[src/rtl/conv_stride_decoder.sv]
// Expands one stride instruction (one output pixel) into feature/kernel read-address beats
// for the MAC array, with first/last accumulation markers and per-output-channel writeback info.
module conv_stride_decoder #(
    parameter int unsigned FRAM_AW = 12,
    parameter int unsigned KRAM_AW = 12,
    parameter int unsigned DW      = 32
) (
    input  logic               clk,
    input  logic               rst_n,
    input  logic               inst_valid,
    output logic               decoder_ready,
    input  logic [FRAM_AW-1:0] stride_feature_baseaddr,
    input  logic [KRAM_AW-1:0] stride_kernel_baseaddr,
    input  logic [DW-1:0]      stride_feature_chin,
    input  logic [DW-1:0]      stride_feature_chout,
    input  logic [DW-1:0]      stride_feature_width,
    input  logic [DW-1:0]      stride_feature_height,
    input  logic [DW-1:0]      stride_kernel_sizeh,
    input  logic [DW-1:0]      stride_kernel_sizew,
    input  logic               stride_has_bias,
    input  logic               stride_has_relu,
    input  logic [FRAM_AW-1:0] stride_wb_baseaddr,
    input  logic [DW-1:0]      stride_wb_ch_offset,
    output logic               mac_valid,
    input  logic               mac_ready,
    output logic [FRAM_AW-1:0] mac_feat_addr,
    output logic [KRAM_AW-1:0] mac_kern_addr,
    output logic               mac_first,
    output logic               mac_last,
    output logic [DW-1:0]      mac_co,
    output logic [FRAM_AW-1:0] mac_wb_addr,
    output logic               mac_has_bias,
    output logic               mac_has_relu,
    output logic               busy
);

    typedef enum logic [1:0] {
        IDLE  = 2'd0,
        SETUP = 2'd1,
        ISSUE = 2'd2
    } state_e;

    state_e state_q, state_d;

    // Latched instruction fields
    logic [FRAM_AW-1:0] fbase_q, fbase_d;
    logic [KRAM_AW-1:0] kbase_q, kbase_d;
    logic [FRAM_AW-1:0] wb_base_q, wb_base_d;
    logic [DW-1:0]      chin_q, chin_d, chout_q, chout_d;
    logic [DW-1:0]      width_q, width_d, height_q, height_d;
    logic [DW-1:0]      kh_q, kh_d, kw_q, kw_d;
    logic [DW-1:0]      wb_off_q, wb_off_d;
    logic [FRAM_AW-1:0] ch_stride_q, ch_stride_d;

    // Loop counters and address pointers; the pointers double as the beat outputs
    logic [DW-1:0]      co_q, co_d, ci_q, ci_d, ky_q, ky_d, kx_q, kx_d;
    logic [FRAM_AW-1:0] feat_q, feat_d, row_q, row_d, ch_q, ch_d;
    logic [KRAM_AW-1:0] kern_q, kern_d;
    logic [FRAM_AW-1:0] wb_q, wb_d;

    logic valid_q, valid_d, first_q, first_d, last_q, last_d;
    logic bias_q, bias_d, relu_q, relu_d, ready_q, ready_d, busy_q, busy_d;

    logic kx_last, ky_last, ci_last, co_last, zero_dim;

    assign kx_last  = (kx_q == kw_q - DW'(1));
    assign ky_last  = (ky_q == kh_q - DW'(1));
    assign ci_last  = (ci_q == chin_q - DW'(1));
    assign co_last  = (co_q == chout_q - DW'(1));
    assign zero_dim = (chin_q == '0) || (chout_q == '0) || (kh_q == '0) || (kw_q == '0);

    // Next-state, loop advance and beat generation
    always_comb begin
        state_d     = state_q;
        fbase_d     = fbase_q;
        kbase_d     = kbase_q;
        wb_base_d   = wb_base_q;
        chin_d      = chin_q;
        chout_d     = chout_q;
        width_d     = width_q;
        height_d    = height_q;
        kh_d        = kh_q;
        kw_d        = kw_q;
        wb_off_d    = wb_off_q;
        ch_stride_d = ch_stride_q;
        co_d        = co_q;
        ci_d        = ci_q;
        ky_d        = ky_q;
        kx_d        = kx_q;
        feat_d      = feat_q;
        row_d       = row_q;
        ch_d        = ch_q;
        kern_d      = kern_q;
        wb_d        = wb_q;
        valid_d     = valid_q;
        first_d     = first_q;
        last_d      = last_q;
        bias_d      = bias_q;
        relu_d      = relu_q;

        case (state_q)
            IDLE: begin
                if (inst_valid) begin
                    fbase_d   = stride_feature_baseaddr;
                    kbase_d   = stride_kernel_baseaddr;
                    wb_base_d = stride_wb_baseaddr;
                    chin_d    = stride_feature_chin;
                    chout_d   = stride_feature_chout;
                    width_d   = stride_feature_width;
                    height_d  = stride_feature_height;
                    kh_d      = stride_kernel_sizeh;
                    kw_d      = stride_kernel_sizew;
                    wb_off_d  = stride_wb_ch_offset;
                    bias_d    = stride_has_bias;
                    relu_d    = stride_has_relu;
                    state_d   = SETUP;
                end
            end
            SETUP: begin
                ch_stride_d = FRAM_AW'(width_q * height_q);
                feat_d      = fbase_q;
                row_d       = fbase_q;
                ch_d        = fbase_q;
                kern_d      = kbase_q;
                wb_d        = wb_base_q;
                co_d        = '0;
                ci_d        = '0;
                ky_d        = '0;
                kx_d        = '0;
                if (zero_dim) begin
                    state_d = IDLE;
                end else begin
                    state_d = ISSUE;
                    valid_d = 1'b1;
                end
            end
            ISSUE: begin
                if (mac_ready) begin
                    kern_d = kern_q + KRAM_AW'(1);
                    if (!kx_last) begin
                        kx_d   = kx_q + DW'(1);
                        feat_d = feat_q + FRAM_AW'(1);
                    end else begin
                        kx_d = '0;
                        if (!ky_last) begin
                            ky_d   = ky_q + DW'(1);
                            row_d  = row_q + FRAM_AW'(width_q);
                            feat_d = row_q + FRAM_AW'(width_q);
                        end else begin
                            ky_d = '0;
                            if (!ci_last) begin
                                ci_d   = ci_q + DW'(1);
                                ch_d   = ch_q + ch_stride_q;
                                row_d  = ch_q + ch_stride_q;
                                feat_d = ch_q + ch_stride_q;
                            end else begin
                                ci_d   = '0;
                                ch_d   = fbase_q;
                                row_d  = fbase_q;
                                feat_d = fbase_q;
                                if (!co_last) begin
                                    co_d = co_q + DW'(1);
                                    wb_d = wb_q + FRAM_AW'(wb_off_q);
                                end else begin
                                    state_d = IDLE;
                                    valid_d = 1'b0;
                                end
                            end
                        end
                    end
                end
            end
            default: begin
                state_d = IDLE;
                valid_d = 1'b0;
            end
        endcase

        // Markers follow the counters of the beat about to be presented
        if (state_d == ISSUE) begin
            first_d = (ci_d == '0) && (ky_d == '0) && (kx_d == '0);
            last_d  = (ci_d == chin_q - DW'(1)) && (ky_d == kh_q - DW'(1)) &&
                      (kx_d == kw_q - DW'(1));
        end

        ready_d = (state_d == IDLE);
        busy_d  = (state_d != IDLE);
    end

    always_ff @(posedge clk or negedge rst_n) begin
        if (!rst_n) begin
            state_q     <= IDLE;
            fbase_q     <= '0;
            kbase_q     <= '0;
            wb_base_q   <= '0;
            chin_q      <= '0;
            chout_q     <= '0;
            width_q     <= '0;
            height_q    <= '0;
            kh_q        <= '0;
            kw_q        <= '0;
            wb_off_q    <= '0;
            ch_stride_q <= '0;
            co_q        <= '0;
            ci_q        <= '0;
            ky_q        <= '0;
            kx_q        <= '0;
            feat_q      <= '0;
            row_q       <= '0;
            ch_q        <= '0;
            kern_q      <= '0;
            wb_q        <= '0;
            valid_q     <= 1'b0;
            first_q     <= 1'b0;
            last_q      <= 1'b0;
            bias_q      <= 1'b0;
            relu_q      <= 1'b0;
            ready_q     <= 1'b1;
            busy_q      <= 1'b0;
        end else begin
            state_q     <= state_d;
            fbase_q     <= fbase_d;
            kbase_q     <= kbase_d;
            wb_base_q   <= wb_base_d;
            chin_q      <= chin_d;
            chout_q     <= chout_d;
            width_q     <= width_d;
            height_q    <= height_d;
            kh_q        <= kh_d;
            kw_q        <= kw_d;
            wb_off_q    <= wb_off_d;
            ch_stride_q <= ch_stride_d;
            co_q        <= co_d;
            ci_q        <= ci_d;
            ky_q        <= ky_d;
            kx_q        <= kx_d;
            feat_q      <= feat_d;
            row_q       <= row_d;
            ch_q        <= ch_d;
            kern_q      <= kern_d;
            wb_q        <= wb_d;
            valid_q     <= valid_d;
            first_q     <= first_d;
            last_q      <= last_d;
            bias_q      <= bias_d;
            relu_q      <= relu_d;
            ready_q     <= ready_d;
            busy_q      <= busy_d;
        end
    end

    assign decoder_ready = ready_q;
    assign busy          = busy_q;
    assign mac_valid     = valid_q;
    assign mac_feat_addr = feat_q;
    assign mac_kern_addr = kern_q;
    assign mac_first     = first_q;
    assign mac_last      = last_q;
    assign mac_co        = co_q;
    assign mac_wb_addr   = wb_q;
    assign mac_has_bias  = bias_q;
    assign mac_has_relu  = relu_q;

endmodule

[config.mk]
export PLATFORM = sky130hd
export DESIGN_NAME = conv_stride_decoder
export DESIGN_NICKNAME = d
export VERILOG_FILES = /design/src/rtl/conv_stride_decoder.sv
export SDC_FILE = /design/constraint.sdc
export NUM_CORES = 1
export LEC_CHECK = 0
export CAP_MARGIN = 25
export CORE_MARGIN = 4
export CORE_UTILIZATION = 63
export CTS_CLUSTER_DIAMETER = 50
export DETAILED_ROUTE_END_ITERATION = 16
export PLACE_DENSITY = 0.88
export RECOVER_POWER = 25
export SLEW_MARGIN = 30
export SYNTH_ARGS = -nofsm -noshare
export SYNTH_HDL_FRONTEND = slang
export SYNTH_SLANG_ARGS = --single-unit
[constraint.sdc]
create_clock -name clk -period 9.5 [get_ports clk]
set_clock_uncertainty 0.1 [all_clocks]
set_input_delay 1.9 -clock clk [delete_from_list [all_inputs] [get_ports clk]]
set_output_delay 1.9 -clock clk [all_outputs]
set_load 0.01 [all_outputs]
==> out/metrics.csv, run 1 <==
stage;metric;value;unit
synthesis;ys.flop_type;dfrtp_1;
clocking;cts_inserted_buffers;55;
final_layout;final_common_cell;dfrtp_1;
setup_path;critPathMostFrequentCell;or4_4;
synthesis;syn_area_per_cell;8.73;sq um
synthesis;synthArstFlopShare;1.00;
final_layout;drive_gt1_frac;0.113;
timing;relSlewSlack;-1.88;
setup_path;crit_required;9.97;ns
global_routing;grt_pass1_vias;29600;
timing;holdWs;0.377;ns
timing;rsz0062_at_grt;no;
clocking;clock-sinks;409;
power;p_per_area;383;nW/um^2
timing;final.setup.tns;0;ns
floorplanning;die_y;233;um
placed_design;place.gp.congestion;1.03;
final_layout;num-nets-final;4201;
global_routing;antenna_found_initial;13;
setup_path;timing.critical_path.cells;inv_1 > ha_1 > or3b_1 > or4_4 > or4_4 > a211oi_2 > and4b_1 > nor4b_1 > and4_1 > nand3_2 > or4_1 > a211oi_1 > o211ai_1 > nor4_1 > o2111a_1 > a31o_2;
global_routing;grt_overflow;0;
routing;drt_iter0_drc;3361;
floorplanning;die_w;233;um
setup_path;startpoint_type;register;
setup_path;r2r_slack;2.20;ns
final_layout;final_cell_mix;408 x dfrtp_1, 318 x nand2_1, 280 x nor2_1;
setup_path;crit_fanout;12;
timing;finalHoldViolations;0;
outcome;violations;capacitance limit, slew limit;
clocking;tritoncts;yes;
routing;route.detailed.wl_per_inst;24.2;um
clocking;clock_insertion_delay_worst_skew;0.64;ns
routing;wl;110;mm
synthesis;yosys_warnings;0;
setup_path;crit_type;reg2reg;
timing;fin_crit;7.30;ns
synthesis;synth_cell_types;106;
power;power.total;0.0142;W
synthesis;ys_seq_area_frac;0.320;
placed_design;dp_hpwl;81.2;mm
power;peakVddDrop;0.796;mV
global_routing;grt_max_degree;163;
timing;finalCritPeriodShare;0.768;
run;drv_cap;4;
timing;setup-violations-final;0;
clocking;cts_resized;0;
setup_path;worst_setup_path_end_kind;register;
final_layout;fin_util;0.741;
placed_design;io_buffers;280;
outcome;status;finished with violations;
synthesis;synthCells;3669;
clocking;cts_setup_buffers;0;
clocking;htreeDepth;2;
setup_path;critPathTopFamily;simple AND/OR/NAND/NOR gates;
timing;worst_pin_slew;4.32;ns
global_routing;grt_pass1_wl;169;mm
clocking;cts_root_buffer;clkbuf_16;
routing;drc;0;
clocking;hold_buffers;0;
timing;final_max_slew_viol_count;186;
setup_path;slowest_delay;0.77;ns
global_routing;grt_usage;0.394;
synthesis;syn-cell-area;32000;sq um
floorplanning;initial_core_util;0.638;
routing;drtAntennaViolNets;0;
power;p_leak;15.0;nW
timing;fin_ws;2.20;ns
timing;max_freq;137;MHz
synthesis;yosys_register_bits;409;
clocking;clkTransAtPathRegs;0.06;ns
routing;drt_pre_antenna_iters;7;
synthesis;synth_edf_count;0;
final_layout;area_growth_syn_to_layout;16.2;%
setup_path;cp.arrival;7.77;ns
floorplanning;rows;82;
routing;viasPerCell;6.76;
synthesis;syn_nets;4054;
floorplanning;core-area;50200;sq um
floorplanning;die_area;54500;sq um
setup_path;path_buf_inv;1;
clocking;cts_buffer_depth;3;
floorplanning;ioPinCount;341;
setup_path;crit_slowest_cell;or4_1;
final_layout;fillerInstances;3547;
hold_path;min_path_type;reg2reg;
routing;vias;30700;
placed_design;dpl_worst_slack;2.32;ns
-- final cells by class --
class | instances | area [sq um] | area share
multi-input cells | 2865 | 20300 | 0.547
flip-flops and latches | 409 | 10200 | 0.275
repair buffers | 323 | 3140 | 0.0843
clock buffers | 69 | 1550 | 0.0416
well taps | 672 | 841 | 0.0226
inverters | 162 | 608 | 0.0163
clock inverters | 34 | 482 | 0.0129
diodes | 5 | 12.5 | 0.000336
-- path summary, 6_finish.rpt --
check | startpoint | to | depth (start not counted)
worst max-delay path | kw_q[0] | mac_last | 16
worst min-delay path | ch_q[7] | ch_q[7] | 2
worst max register to register | kw_q[0] | mac_last | 16
worst min register to register | ch_q[7] | ch_q[7] | 2
max in group asynchronous | rst_n | kh_q[18] | 2
min in group asynchronous | rst_n | kw_q[7] | 1
-- report_power, final --
part	internal (W)	switching [W]
Sequential	0.00237	0.00114
Clock	0.00135	0.000913
Combinational	0.00388	0.00458
Total	0.00761	0.00663
-- worst register-to-register path: cells and delay by family, from the launching register on --
kind            cells  cell delay (ns)
compound gates      5             1.13
fa+ha+maj           1             0.20
buf+inv             1             0.11
flops               1             0.52
simple gates        9             5.16
-- sequential cells by signal (all words and copies together) (netlist names), 32 cells and up --
register / count
ci_q: 32
mac_co: 32
chin_q: 32
kh_q: 32
chout_q: 32
ky_q: 32
kx_q: 32
kw_q: 32
-- synthesized netlist by cell type, drive strengths merged (21+ instances only) --
cell type | number | area (sq um)
a21o | 25 | 188
nand3 | 136 | 686
and4 | 24 | 210
nand4 | 93 | 588
nor3 | 119 | 611
mux2 | 220 | 2480
dfrtp | 408 | 10200
buf | 28 | 128
nor4 | 111 | 759
and3 | 57 | 357
o31ai | 34 | 255
a21oi | 177 | 886
or2 | 23 | 144
nor2b | 41 | 257
o21ai | 150 | 751
a211oi | 33 | 253
inv | 161 | 604
or4 | 49 | 375
xnor2 | 217 | 1900
o211ai | 25 | 188
nand2 | 319 | 1200
and2 | 55 | 344
fa | 42 | 841
o22ai | 22 | 138
nor2 | 282 | 1070
xor2 | 113 | 990
nand2b | 25 | 156
or3 | 50 | 318
a31oi | 26 | 163
mux2i | 21 | 210
clkbuf | 205 | 769
ha | 77 | 963
-- cell families after synthesis --
family | synth area share
xor+xnor | 0.107
simple gates | 0.239
mux | 0.0839
compound gates | 0.146
fa+ha+maj | 0.0564
buf+inv | 0.0470
flops | 0.320
-- metal layers --
metal  track usage  vias to the layer above  share of wire  routed length, um
li1              -                    13600              -                  -
met5             0                        -        0.00065                 71
met4         0.183                       10          0.055               6000
met1         0.505                    14800           0.37              41000
met3         0.102                      404           0.11              12500
met2         0.629                     1873           0.46              50400
-- through the flow --
stage / std cells / instance area, sq um
2_1_floorplan: 3669 / 32000
3_5_place_dp: 4429 / 35100
6_report: 4539 / 37200
5_1_grt: 4536 / 37200
3_3_place_gp: 4429 / 35100
4_1_cts: 4532 / 37200
(Power assumes the default switching activity.)
==> run 2, diff against run 1 <==
CORE_UTILIZATION = 53   (was 63)
PLACE_DENSITY = 0.78   (was 0.88)
clock period = 6.2 ns   (was 9.5 ns; I/O delays follow)
==> run 2 against run 1 <==
Net effect:
- the run still ends with capacitance limit, slew limit left
- critical path depth grew 4
- register-to-register slack lost 2.1 ns
- flip-flop and latch count is the same
- largest cell class unchanged
- clock power grew 49%
- worst setup slack lost 2.1 ns
- critical endpoint is now mac_first
- critical path type unchanged
- total power grew 54%
==> out/metrics.csv, run 2 (synthesized netlist as in run 1, its figures left out) <==
stage;metric;value;unit;change
power;p_per_area;568;nW/um^2;was 383 nW/um^2
global_routing;antenna_found_initial;14;;was 13
power;peakVddDrop;0.839;mV;was 0.796 mV
floorplanning;die_y;254;um;was 233 um
power;clock_power_share;0.155;;was 0.159
floorplanning;die_w;254;um;was 233 um
power;p_int;0.0119;W;was 0.00761 W
timing;relSlewSlack;-0.769;;was -1.88
global_routing;grt_usage;0.340;;was 0.394
timing;final.setup.tns;0;ns;unchanged
hold_path;min_path_type;reg2reg;;unchanged
setup_path;reg2reg_to;mac_first;;was mac_last
power;p_leak;15.9;nW;was 15.0 nW
setup_path;crit_required;6.62;ns;was 9.97 ns
clocking;cts_root_buffer;clkbuf_16;;unchanged
floorplanning;core-area;59500;sq um;was 50200 sq um
setup_path;r2r_start;kh_q[0];;was kw_q[0]
setup_path;crit_fanout;8;;was 12
placed_design;placedInstanceArea;36600;sq um;was 35100 sq um
clocking;tritoncts;yes;;unchanged
setup_path;cp-startpoint;kh_q[0];;was kw_q[0]
global_routing;grt_pass1_wl;173;mm;was 169 mm
final_layout;area_growth_syn_to_layout;20.7;%;was 16.2%
final_layout;fin_cells;4815;;was 4539
clocking;clock_insertion_delay_worst_skew;0.63;ns;was 0.64 ns
final_layout;final_common_cell;dfrtp_1;;unchanged
setup_path;cp-endpoint;mac_first;;was mac_last
timing;fin_crit;6.11;ns;was 7.30 ns
placed_design;place.gp.congestion;1.02;;was 1.03
routing;drc;0;;unchanged
timing;max_freq;164;MHz;was 137 MHz
placed_design;dp_hpwl;85.7;mm;was 81.2 mm
clocking;clkTransAtPathRegs;0.06;ns;about the same
setup_path;r2r_slack;0.09;ns;was 2.20 ns
final_layout;drive_gt1_frac;0.155;;was 0.113
outcome;violations;capacitance limit, slew limit;;unchanged
clocking;htreeDepth;2;;unchanged
routing;route.detailed.wl_per_inst;23.3;um;was 24.2 um
final_layout;num-nets-final;4377;;was 4201
timing;setup-violations-final;0;;unchanged
final_layout;final_cell_mix;408 x dfrtp_1, 318 x nand2_1, 280 x nor2_1;;unchanged
placed_design;io_buffers;280;;unchanged
floorplanning;initial_core_util;0.538;;was 0.638
final_layout;finish.instance_area;38700;sq um;was 37200 sq um
floorplanning;die_area;64400;sq um;was 54500 sq um
timing;finalHoldViolations;0;;unchanged
timing;rsz0062_at_grt;no;;unchanged
timing;fin_ws;0.0934;ns;was 2.20 ns
routing;drtAntennaViolNets;0;;unchanged
outcome;status;finished with violations;;unchanged
power;seqPwrFrac;0.235;;was 0.247
floorplanning;rows;89;;was 82
setup_path;worst_setup_path_end_kind;register;;unchanged
power;swShare;0.460;;was 0.465
power;power.switching;0.0101;W;was 0.00663 W
routing;wl;112;mm;was 110 mm
power;pwr-share-comb;0.610;;was 0.594
clocking;cts_inserted_buffers;56;;was 55
global_routing;grt_overflow;0;;unchanged
global_routing;grt_max_degree;125;;was 163
clocking;cts_buffer_depth;3;;unchanged
placed_design;dpl_worst_slack;0.0256;ns;was 2.32 ns
global_routing;grt_pass1_vias;30000;;was 29600
routing;drt_iter0_drc;2813;;was 3361
timing;finalCritPeriodShare;0.985;;was 0.768
clocking;clock-sinks;409;;unchanged
setup_path;cp.arrival;6.53;ns;was 7.77 ns
timing;final_max_slew_viol_count;306;;was 186
routing;viasPerCell;6.37;;was 6.76
run;drv_cap;3;;was 4
routing;drt_pre_antenna_iters;6;;was 7
setup_path;rr_worst_depth;20;;was 16
setup_path;startpoint_type;register;;unchanged
floorplanning;ioPinCount;341;;unchanged
placed_design;place_inst;4702;;was 4429
setup_path;crit_type;reg2reg;;unchanged
timing;worst_pin_slew;2.65;ns;was 4.32 ns
routing;vias;30700;;about the same
-- run 2: cell types whose count changed in the layout (fill, tap and decap cells not counted), moves of 3 or more --
| cell | before | now |
|---|---|---|
| clkinv_4 | 5 | 1 |
| buf_4 | 37 | 212 |
| clkinvlp_4 | 1 | 5 |
| clkinv_2 | 5 | 8 |
| nor4_1 | 99 | 96 |
| clkbuf_1 | 7 | 4 |
-- run 2: critical path, cell delays in order, from the launching register on --
cell and delay (ns):
dfrtp_1 0.38, inv_1 0.17, ha_1 0.25, or3b_2 0.53
nor3_1 0.27, xnor3_1 0.27, a21boi_0 0.33, nand4b_1 0.14
nor4_1 0.56, buf_4 0.21, and2_1 0.25, buf_4 0.17
buf_4 0.17, nand2_1 0.14, nand3_1 0.11, o211ai_1 0.24
or4_1 0.53, nor4_4 0.20, nand4_1 0.11, or4_1 0.53
o41ai_2 0.33
-- run 2: area by class of cell --
class                      count  area (sq um)
fill                        4959         20800
multi-input combinational   2865         20400
sequential                   409         10200
timing repair buffer         498          4470
clock buffer                  71          1570
tap                          773           967
inverter                     162           608
clock inverter                33           412
antenna                        4          10.0
-- run 2: repair_timing --
action,in CTS,in global routing
hold endpoints to repair,0,0
resized for setup,0,16
setup buffers,0,5
setup endpoints to repair,0,2
hold buffers,0,0
-- run 2: layer usage --
| layer | GRT usage | routed length, um | vias up |
|---|---|---|---|
| li1 | - | - | 14000 |
| met1 | 0.441 | 44200 | 14700 |
| met2 | 0.550 | 51300 | 1588 |
| met3 | 0.0806 | 11200 | 376 |
| met4 | 0.140 | 5420 | 16 |
| met5 | 0 | 95 | - |
-- run 2: power groups by stage --
stage          clock, W  combinational, W  sequential, W
2_1_floorplan         0            0.0101        0.00438
3_3_place_gp          0            0.0127        0.00513
3_5_place_dp          0            0.0131        0.00515
4_1_cts         0.00344            0.0133        0.00513
5_1_grt         0.00355            0.0149        0.00531
6_report        0.00339            0.0134        0.00516
-- run 2: how the worst min path moves through the flow --
stage / to / cells after the start / slack, ns / start
global placement: row_q[3] / 2 / 0.37 / row_q[3]
global route: row_q[9] / 2 / 0.41 / row_q[9]
finish: row_q[0] / 2 / 0.39 / row_q[0]
CTS: row_q[0] / 2 / 0.39 / row_q[0]
floorplan: ch_q[6] / 2 / 0.34 / ch_q[6]
detailed placement: ch_q[9] / 1 / 0.38 / ch_q[9]
-- run 2: through the flow --
step	hold slack, ns	power, W	util
after floorplan	0.343	0.0145	-
after global placement	0.369	0.0178	0.615
after detailed placement	0.378	0.0182	0.615
after CTS	0.394	0.0219	0.648
after global routing	0.412	0.0237	0.650
final	0.393	0.0220	0.650
